===== src/rtl/board_update_arbiter_if.sv =====
// Shared screen-state type and the write-side bus of board_update_arbiter.
// master: game engine / UI side; slave: board_update_arbiter.
package board_update_pkg;
    typedef enum logic [1:0] {
        TITLE_SCREEN = 2'd0,
        CHESS_SCREEN = 2'd1,
        END_SCREEN   = 2'd2
    } screen_state_t;
endpackage

interface board_update_arbiter_if;
    import board_update_pkg::*;

    logic          a_valid;
    logic          a_ready;
    logic [2:0]    a_row;
    logic [2:0]    a_col;
    logic [3:0]    a_piece;

    logic          b_valid;
    logic          b_ready;
    logic [2:0]    b_row;
    logic [2:0]    b_col;
    logic          b_hl;
    logic          b_clr_all;

    logic          st_valid;
    logic          st_ready;
    screen_state_t st_req;

    modport master (
        output a_valid, a_row, a_col, a_piece,
        output b_valid, b_row, b_col, b_hl, b_clr_all,
        output st_valid, st_req,
        input  a_ready, b_ready, st_ready
    );

    modport slave (
        input  a_valid, a_row, a_col, a_piece,
        input  b_valid, b_row, b_col, b_hl, b_clr_all,
        input  st_valid, st_req,
        output a_ready, b_ready, st_ready
    );
endinterface


===== src/rtl/board_update_arbiter.sv =====
// Board/highlight shadow arrays with round-robin A/B write arbitration,
// committed to the display copy once per frame at vblank start.
// Ports: vga_clk, reset_n (async, active-low), hcount/vcount (beam position),
//   bus (slave: piece writes A, highlight writes B, screen-state requests),
//   flip (only with BOARD_FLIP_EN: rotate board 180 deg at commit),
//   board_out/hl_out/state_out (display copy), frame_tick (commit pulse),
//   busy (uncommitted shadow writes or state request pending).
module board_update_arbiter
    import board_update_pkg::*;
#(
    parameter int         SCREEN_WIDTH  = 640,
    parameter int         SCREEN_HEIGHT = 480,
    parameter logic [3:0] EMPTY_CODE    = 4'd15
) (
    input  logic                  vga_clk,
    input  logic                  reset_n,
    input  logic [9:0]            hcount,
    input  logic [9:0]            vcount,
    board_update_arbiter_if.slave bus,
`ifdef BOARD_FLIP_EN
    input  logic                  flip,
`endif
    output logic [3:0]            board_out [8][8],
    output logic                  hl_out    [8][8],
    output screen_state_t         state_out,
    output logic                  frame_tick,
    output logic                  busy
);

    if (SCREEN_WIDTH < 1 || SCREEN_WIDTH > 799 ||
        SCREEN_HEIGHT < 1 || SCREEN_HEIGHT > 1023) begin : g_bad_geometry
        $error("board_update_arbiter: unsupported screen geometry");
    end

    localparam logic [9:0] TRIG_LINE = 10'(SCREEN_HEIGHT);

    typedef enum logic [1:0] {
        ACCEPT = 2'd0,
        CLEAR  = 2'd1,
        COMMIT = 2'd2
    } fsm_t;

    fsm_t          state_q, state_d;
    logic [2:0]    row_q;
    logic          commit_pend_q;
    logic          grant_b_last_q;
    logic          dirty_q;
    logic          st_pend_q;
    screen_state_t st_q;

    logic [3:0]    bd_sh [8][8];
    logic          hl_sh [8][8];

    logic trigger;
    logic a_rdy, b_rdy;
    logic a_fire, b_fire, st_fire;

    assign trigger = (hcount == 10'd0) && (vcount == TRIG_LINE);

    always_comb begin
        state_d = state_q;
        a_rdy   = 1'b0;
        b_rdy   = 1'b0;
        unique case (state_q)
            ACCEPT: begin
                if (trigger) begin
                    state_d = COMMIT;
                end else begin
                    // On contention the side not granted last wins.
                    if (bus.a_valid && bus.b_valid) begin
                        a_rdy = grant_b_last_q;
                        b_rdy = !grant_b_last_q;
                    end else begin
                        a_rdy = 1'b1;
                        b_rdy = 1'b1;
                    end
                    if (bus.b_valid && b_rdy && bus.b_clr_all)
                        state_d = CLEAR;
                end
            end
            CLEAR: begin
                if (row_q == 3'd7)
                    state_d = (commit_pend_q || trigger) ? COMMIT : ACCEPT;
            end
            COMMIT: state_d = ACCEPT;
            default: state_d = ACCEPT;
        endcase
    end

    assign bus.a_ready  = a_rdy;
    assign bus.b_ready  = b_rdy;
    assign bus.st_ready = !st_pend_q;

    assign a_fire  = bus.a_valid && a_rdy;
    assign b_fire  = bus.b_valid && b_rdy;
    assign st_fire = bus.st_valid && !st_pend_q;

    assign busy = dirty_q | st_pend_q;

    always_ff @(posedge vga_clk or negedge reset_n) begin
        if (!reset_n) begin
            state_q        <= ACCEPT;
            row_q          <= 3'd0;
            commit_pend_q  <= 1'b0;
            grant_b_last_q <= 1'b1;
            dirty_q        <= 1'b0;
            st_pend_q      <= 1'b0;
            st_q           <= TITLE_SCREEN;
            state_out      <= TITLE_SCREEN;
            frame_tick     <= 1'b0;
            for (int r = 0; r < 8; r++) begin
                for (int c = 0; c < 8; c++) begin
                    bd_sh[r][c]     <= EMPTY_CODE;
                    hl_sh[r][c]     <= 1'b0;
                    board_out[r][c] <= EMPTY_CODE;
                    hl_out[r][c]    <= 1'b0;
                end
            end
        end else begin
            state_q    <= state_d;
            frame_tick <= (state_q == COMMIT);

            if (a_fire) begin
                bd_sh[bus.a_row][bus.a_col] <= bus.a_piece;
                grant_b_last_q              <= 1'b0;
                dirty_q                     <= 1'b1;
            end
            if (b_fire) begin
                if (!bus.b_clr_all)
                    hl_sh[bus.b_row][bus.b_col] <= bus.b_hl;
                grant_b_last_q <= 1'b1;
                dirty_q        <= 1'b1;
            end

            // Bulk clear walks one row per cycle; a vblank arriving
            // meanwhile is remembered and honoured after the last row.
            if (state_q == CLEAR) begin
                row_q <= row_q + 3'd1;
                for (int c = 0; c < 8; c++)
                    hl_sh[row_q][c] <= 1'b0;
                if (trigger)
                    commit_pend_q <= 1'b1;
                if (row_q == 3'd7)
                    commit_pend_q <= 1'b0;
            end else begin
                row_q <= 3'd0;
            end

            if (st_fire) begin
                st_pend_q <= 1'b1;
                st_q      <= bus.st_req;
            end

            if (state_q == COMMIT) begin
                for (int r = 0; r < 8; r++) begin
                    for (int c = 0; c < 8; c++) begin
`ifdef BOARD_FLIP_EN
                        if (flip) begin
                            board_out[r][c] <= bd_sh[7-r][7-c];
                            hl_out[r][c]    <= hl_sh[7-r][7-c];
                        end else
`endif
                        begin
                            board_out[r][c] <= bd_sh[r][c];
                            hl_out[r][c]    <= hl_sh[r][c];
                        end
                    end
                end
                if (st_pend_q) begin
                    state_out <= st_q;
                    st_pend_q <= 1'b0;
                end
                dirty_q <= 1'b0;
            end
        end
    end

endmodule


===== src/flat_wrapper.sv =====
// flat-port wrapper written by rule: the top's interface ports become plain ports
module board_update_arbiter_flat import board_update_pkg::*;
#(
    parameter int         SCREEN_WIDTH  = 640,
    parameter int         SCREEN_HEIGHT = 480,
    parameter logic [3:0] EMPTY_CODE    = 4'd15
)
  (vga_clk, reset_n, hcount, vcount, board_out, hl_out, state_out, frame_tick, busy, bus_a_valid, bus_a_row, bus_a_col, bus_a_piece, bus_b_valid, bus_b_row, bus_b_col, bus_b_hl, bus_b_clr_all, bus_st_valid, bus_st_req, bus_a_ready, bus_b_ready, bus_st_ready);
  board_update_arbiter_if bus_i ();
  input  logic vga_clk;
  input  logic reset_n;
  input  logic [9:0] hcount;
  input  logic [9:0] vcount;
  output logic [3:0] board_out[8][8];
  output logic hl_out[8][8];
  output screen_state_t state_out;
  output logic frame_tick;
  output logic busy;
  input wire logic [$bits(bus_i.a_valid)-1:0] bus_a_valid;
  input wire logic [$bits(bus_i.a_row)-1:0] bus_a_row;
  input wire logic [$bits(bus_i.a_col)-1:0] bus_a_col;
  input wire logic [$bits(bus_i.a_piece)-1:0] bus_a_piece;
  input wire logic [$bits(bus_i.b_valid)-1:0] bus_b_valid;
  input wire logic [$bits(bus_i.b_row)-1:0] bus_b_row;
  input wire logic [$bits(bus_i.b_col)-1:0] bus_b_col;
  input wire logic [$bits(bus_i.b_hl)-1:0] bus_b_hl;
  input wire logic [$bits(bus_i.b_clr_all)-1:0] bus_b_clr_all;
  input wire logic [$bits(bus_i.st_valid)-1:0] bus_st_valid;
  input wire logic [$bits(bus_i.st_req)-1:0] bus_st_req;
  output wire logic [$bits(bus_i.a_ready)-1:0] bus_a_ready;
  output wire logic [$bits(bus_i.b_ready)-1:0] bus_b_ready;
  output wire logic [$bits(bus_i.st_ready)-1:0] bus_st_ready;
  assign bus_i.a_valid = bus_a_valid;
  assign bus_i.a_row = bus_a_row;
  assign bus_i.a_col = bus_a_col;
  assign bus_i.a_piece = bus_a_piece;
  assign bus_i.b_valid = bus_b_valid;
  assign bus_i.b_row = bus_b_row;
  assign bus_i.b_col = bus_b_col;
  assign bus_i.b_hl = bus_b_hl;
  assign bus_i.b_clr_all = bus_b_clr_all;
  assign bus_i.st_valid = bus_st_valid;
  assign bus_i.st_req = bus_st_req;
  assign bus_a_ready = bus_i.a_ready;
  assign bus_b_ready = bus_i.b_ready;
  assign bus_st_ready = bus_i.st_ready;
  board_update_arbiter #(.SCREEN_WIDTH(SCREEN_WIDTH), .SCREEN_HEIGHT(SCREEN_HEIGHT), .EMPTY_CODE(EMPTY_CODE)) u_core (.vga_clk(vga_clk), .reset_n(reset_n), .hcount(hcount), .vcount(vcount), .bus(bus_i), .board_out(board_out), .hl_out(hl_out), .state_out(state_out), .frame_tick(frame_tick), .busy(busy));
endmodule

===== config.mk =====
export PLATFORM = sky130hd
export DESIGN_NAME = board_update_arbiter_flat
export DESIGN_NICKNAME = d
export VERILOG_FILES = /design/src/rtl/board_update_arbiter_if.sv /design/src/rtl/board_update_arbiter.sv /design/src/flat_wrapper.sv
export SDC_FILE = /design/constraint.sdc
export NUM_CORES = 1
export LEC_CHECK = 0
export BUFFER_PORTS_ARGS = -buffer_cell sky130_fd_sc_hd__clkbuf_2
export CAP_MARGIN = 20
export CORE_MARGIN = 1.5
export CORE_UTILIZATION = 50
export DETAILED_ROUTE_END_ITERATION = 8
export GPL_TIMING_DRIVEN = 1
export PLACE_DENSITY = 0.72
export SYNTH_ARGS = -nofsm -noshare
export SYNTH_HDL_FRONTEND = slang
export SYNTH_SLANG_ARGS = --single-unit
export TNS_END_PERCENT = 30

===== constraint.sdc =====
create_clock -name vga_clk -period 2.1 [get_ports vga_clk]
set_input_delay 0.105 -clock vga_clk [delete_from_list [all_inputs] [get_ports vga_clk]]
set_output_delay 0.105 -clock vga_clk [all_outputs]
set_load 0.005 [all_outputs]

# Word level (Yosys, flattened, before mapping)
# Cells that the tools add are included.
# op_classes
eq_ne	6
magnitude_cmp	10
n_reduce_logical	23
muxes	53
bitwise	22
addsub	1
# ops
op	count
64-bit AND	8
64-bit inverter	8
256-bit bitwise mux	1
8-bit demux with 3-bit select	9
64-bit two-way mux	3
32-bit demux with 3-bit select	1
64-bit bitwise mux	1
32-bit two-way mux	1
4-bit greater-or-equal comparator, second input constant	5
4-bit by 1-bit < comparator with 1-bit output, second input constant	5
1-bit two-way mux	20
3-bit inverter with 4-bit output	5
8-bit two-way mux	2
4-bit demux with 3-bit select	1
1-bit logical AND	12
10-bit by 9-bit == test with 1-bit output, second input constant	1
10-bit logical NOT	1
2-bit two-way mux	5
4-bit two-way mux	2
7-bit two-way mux	1
3-bit two-way mux	2
6-bit two-way mux	1
2-bit AND reduction	3
5-bit two-way mux	1
other kinds (14)	16
# word_totals
input_bits	45
output_inout_bits	327
elab_cells	380
register_bits	654

# Logic depth before layout (Yosys ltp)
# logic_depth
depth_word	19
ltp_mapped	8
depth_no_buf	5

# Worst setup path after synthesis
# Ideal clock, no wire load.
# synth_timing
path_kind	input to register
startpoint	input port vcount[0]
endpoint	register u_core.bd_sh[174] (netlist name)
t_required_ps	2018
stages	7
slack_ps	58
setup_time_ps	82
n_path_buf	2
t_arrival_ps	1960
cell_sequence	or4_4 -> or3b_4 -> or2_1 -> buf_6 -> buf_6 -> nand3_2 -> mux2_2
# synth_between
elab_chain_cells	5
# synth_lines
item	line	source
from (decl)	flat_wrapper.sv:13	input logic [9:0] vcount;
10-bit by 9-bit == test with 1-bit output	board_update_arbiter.sv:58	assign trigger = (hcount == 10'd0) && (vcount == TRIG_LINE);
1-bit logical AND	board_update_arbiter.sv:58	
1-bit two-way mux	board_update_arbiter.sv:66	if (trigger) begin
1-bit two-way mux	board_update_arbiter.sv:64	unique case (state_q)
1-bit logical AND	board_update_arbiter.sv:94	assign a_fire = bus.a_valid && a_rdy;
to (signal, indexed assignment)	board_update_arbiter.sv:124	bd_sh[bus.a_row][bus.a_col] <= bus.a_piece;
to (decl)	board_update_arbiter.sv:51	logic [3:0] bd_sh [8][8];
# Every way passes these cells.
# A chain may end at the register's enable or synchronous reset.

# Final worst setup path
# layout_timing
startpoint	register u_core.state_q[1]
endpoint	register u_core.bd_sh[145] (netlist name)
# layout_between
elab_chain_cells	3
# layout_lines
item	line	source
from (decl)	board_update_arbiter.sv:43	fsm_t state_q, state_d;
from (signal assigned)	board_update_arbiter.sv:120	state_q <= state_d;
2-bit logical NOT	board_update_arbiter.sv:64	
1-bit two-way mux	board_update_arbiter.sv:64	
1-bit logical AND	board_update_arbiter.sv:94	
# Every way passes these cells.

==> out/summary.txt <==
Outcome -> finished, violations left
Violated checks -> setup timing
Hold Path Origin -> bus_b_row[0]
HP Class -> input pin to flip-flop
Clock Sinks -> 654
Mapped cell area -> 26400 sq um
Cell area power density -> 851 nW/um^2
RSZ-0062 raised after global routing -> yes
Pre-antenna DRT Iters -> 5
Final Hold Fails -> 0
Register area -> 17000 sq um
Post-route insts no fill -> 2979
Post-synth top area cell -> dfstp_2
CP Launch Type -> flip-flop
Met2 GRT Util -> 0.415
Comb pwr share -> 0.078
Sequential Power Share -> 0.501
CP Class -> flip-flop to flip-flop
CTS H-tree depth -> 3
EDFF count, synth -> 0
Total I/O pin count -> 372
# Max-Cap Violations -> 0
Sw Ratio -> 0.231
Clock-pin slew on the worst setup and hold paths -> 60 ps
Vias post-DR -> 16600
Routed WL -> 68700 um
Synth top area share -> 0.511
Hpwl dp -> 47600 um
Max Fclk -> 0.467 GHz
Syn. warnings -> 0
DIE HEIGHT -> 233 um
Initial antenna violation count -> 4
Maximum vdd ir drop -> 726 uV
Total CTS buffers -> 68
Max-slew violation count -> 0
Post-Place Cells -> 2840
Vias/cell -> 5.56
WHS -> 100 ps
Placed cell areas -> 30200 sq um
CTS Buffer Depth -> 3
CP endpoint kind -> flip-flop
Area Overhead vs Synth -> 24.5%
Die width -> 233 um
Synth Instances -> 1745
Rel. slew slack -> 0.511
Internal power -> 21.5 mW
Critical path fanouts, max -> 5
Met1 Usage GRT -> 0.344
GRT Util Overall -> 0.256
First-pass GRT wire length -> 105000 um
# fillers -> 3738
Synth top cells by count -> 577 x mux2_2, 513 x dfstp_2, 141 x dfrtp_1
Period Utilization, post-route -> 1.02
Largest net degree at the start of global routing -> 67
Multi-input gate area -> 9220 sq um
WL/cell -> 23.1 um
Synth area leaders -> dfstp_2 51%, mux2_2 25%, dfrtp_1 13%
Grt peak-use layer -> met2
Nets -> 2300
FF-to-FF path depth -> 7
Port Buffer Count -> 371
Tmin final -> 2140 ps
Clock root cell -> clkbuf_16
Final worst setup slack -> -40.4 ps
Core box area -> 51700 sq um
Worst-skew pair later-pin latency -> 600 ps
Hold path endpoint -> u_core.hl_sh[62]
Worst hold stages -> 4
DIE AREA -> 54100 sq um
DRT iter0 DRCs -> 904
Residual DRC -> 0
WP data required -> 2610 ps
Global routing usage on met3 -> 0.0605
Async SR Flop Fraction -> 1.00
Most common flop cell mapped by yosys -> dfstp_2
Starting Density -> 0.510
Vias in the first global route -> 17500
Worst Tran Pin Value -> 729 ps
Total grt overflow -> 0
Share of layout cells above drive strength 1 -> 0.780
Post-synthesis sequential area ratio -> 0.645
Reg2Reg Capture Point -> u_core.bd_sh[145]
Syn nets -> 1792
Clock power share -> 0.422
Clock Skews -> 29.3 ps
Routability cong. -> 0.883
FP Rows -> 83
Reg-to-Reg Start -> u_core.state_q[1]
Switching pwr -> 6.47 mW
Final instance area -> 32800 sq um
CTS tree -> yes
Worst R2R Setup Slack -> -40 ps
Yosys reg bits -> 654
Fin Setup TNS -> -161 ps
Count leader, synth -> mux2_2
Synthesized area per cell -> 15.1 sq um
Lkg Pwr -> 14.8 nW
Final ANT Viol Nets -> 0
Worst EP arrival -> 2650 ps
Library cells used by synthesis -> 53
# setup viols final -> 5
worst max-delay path by stage:
stage | start | to | slack (ps)
2_1_floorplan | vcount[0] | u_core.bd_sh[174] | 60
3_3_place_gp | u_core.state_q[1] | u_core.bd_sh[236] | -280
3_5_place_dp | u_core.state_q[1] | u_core.bd_sh[238] | -290
4_1_cts | u_core.state_q[1] | u_core.bd_sh[220] | -60
5_1_grt | u_core.state_q[1] | u_core.bd_sh[145] | -80
6_report | u_core.state_q[1] | u_core.bd_sh[145] | -40
registers in the layout (all words and copies together) (netlist names), 2 cells and up:
name,count
u_core.board_out,256
u_core.st_q,2
u_core.state_out,2
u_core.state_q,2
u_core.row_q,3
u_core.hl_out,64
u_core.bd_sh,256
u_core.hl_sh,64
cells in the final DEF (no fill, tap or decap), drive strengths merged, types with 2 or more instances in the layout:
cell type / synthesis / routed
o21ai: 48 / 48
or4: 4 / 4
nor4b: 3 / 3
and3: 11 / 11
ha: 2 / 2
o2111ai: 6 / 6
o2111a: 2 / 2
dfrtp: 141 / 141
clkbuf: 86 / 469
nor3b: 7 / 7
or3: 15 / 15
nor2b: 11 / 11
mux2i: 5 / 5
dfstp: 513 / 513
or2: 3 / 3
and2: 4 / 4
nand4b: 4 / 4
o31ai: 13 / 13
and4: 3 / 3
a21oi: 54 / 54
buf: 16 / 158
o211ai: 16 / 16
nand2: 32 / 32
nand3b: 2 / 2
nor4: 2 / 2
nor2: 40 / 40
clkinv: 0 / 7
nand2b: 12 / 12
nor3: 18 / 18
dlygate4sd3: 0 / 12
mux2: 580 / 580
inv: 7 / 11
nand4: 26 / 26
nand3: 52 / 52
bufinv: 0 / 2
diode: 0 / 3
layer usage:
metal  share of wire  vias to the layer above  routed length, um
met3           0.058                       96               3960
met5         0.00017                        -                 12
met4           0.022                        2               1490
met2            0.49                      470              33500
met1            0.43                     8701              29700
li1                -                     7294                  -
power by group through the flow:
stage	Sequential [mW]	Clock [mW]	Combinational (mW)
6_report	14.0	11.8	2.17
5_1_grt	14.1	12.5	2.37
4_1_cts	14.0	12.0	2.09
3_5_place_dp	14.2	0	2.03
3_3_place_gp	14.1	0	1.95
2_1_floorplan	14.0	0	1.08
stage by stage:
step / setup slack (ps) / util / total power, mW
2_1_floorplan: 57.9 / - / 15.1
3_3_place_gp: -276 / 0.583 / 16.1
3_5_place_dp: -285 / 0.583 / 16.2
4_1_cts: -59.7 / 0.630 / 28.1
5_1_grt: -83.0 / 0.635 / 28.9
6_report: -40.4 / 0.635 / 28.0
worst max-delay path, cell delays in order (launching register included):
cell     delay [ps]
dfrtp_2         450
or2_4           250
nor3b_2         160
buf_4           160
nand3_2         130
buf_6           180
or3_4           420
mux2_2          290
cell type report:
cell class                      instances  share of cell area
Clock inverter                         14             0.00430
Tap cell                              680              0.0259
Sequential cell                       654               0.518
Timing Repair Buffer                  540               0.108
Antenna cell                            3            0.000229
Clock buffer                           99              0.0618
Inverter                                7            0.000800
Multi-Input combinational cell        982               0.281
what timing repair did:
item,4_1_cts,5_1_grt
hold buffers,12,0
cloned,0,0
setup endpoints to repair,94,134
pin swaps,3,11
hold endpoints to repair,119,0
setup buffers,3,8
resized for setup,25,49
kinds of logic after synthesis:
group / Yosys count / share of synthesized area
multiplexers: 585 / 0.250
AO/OA/AOI/OAI: 145 / 0.0334
AND/OR/NAND/NOR: 250 / 0.0547
adder cells (fa/ha/maj): 2 / 0.000949
buffers and inverters: 109 / 0.0166
flip-flops: 654 / 0.645
(Power assumes the default switching activity.)
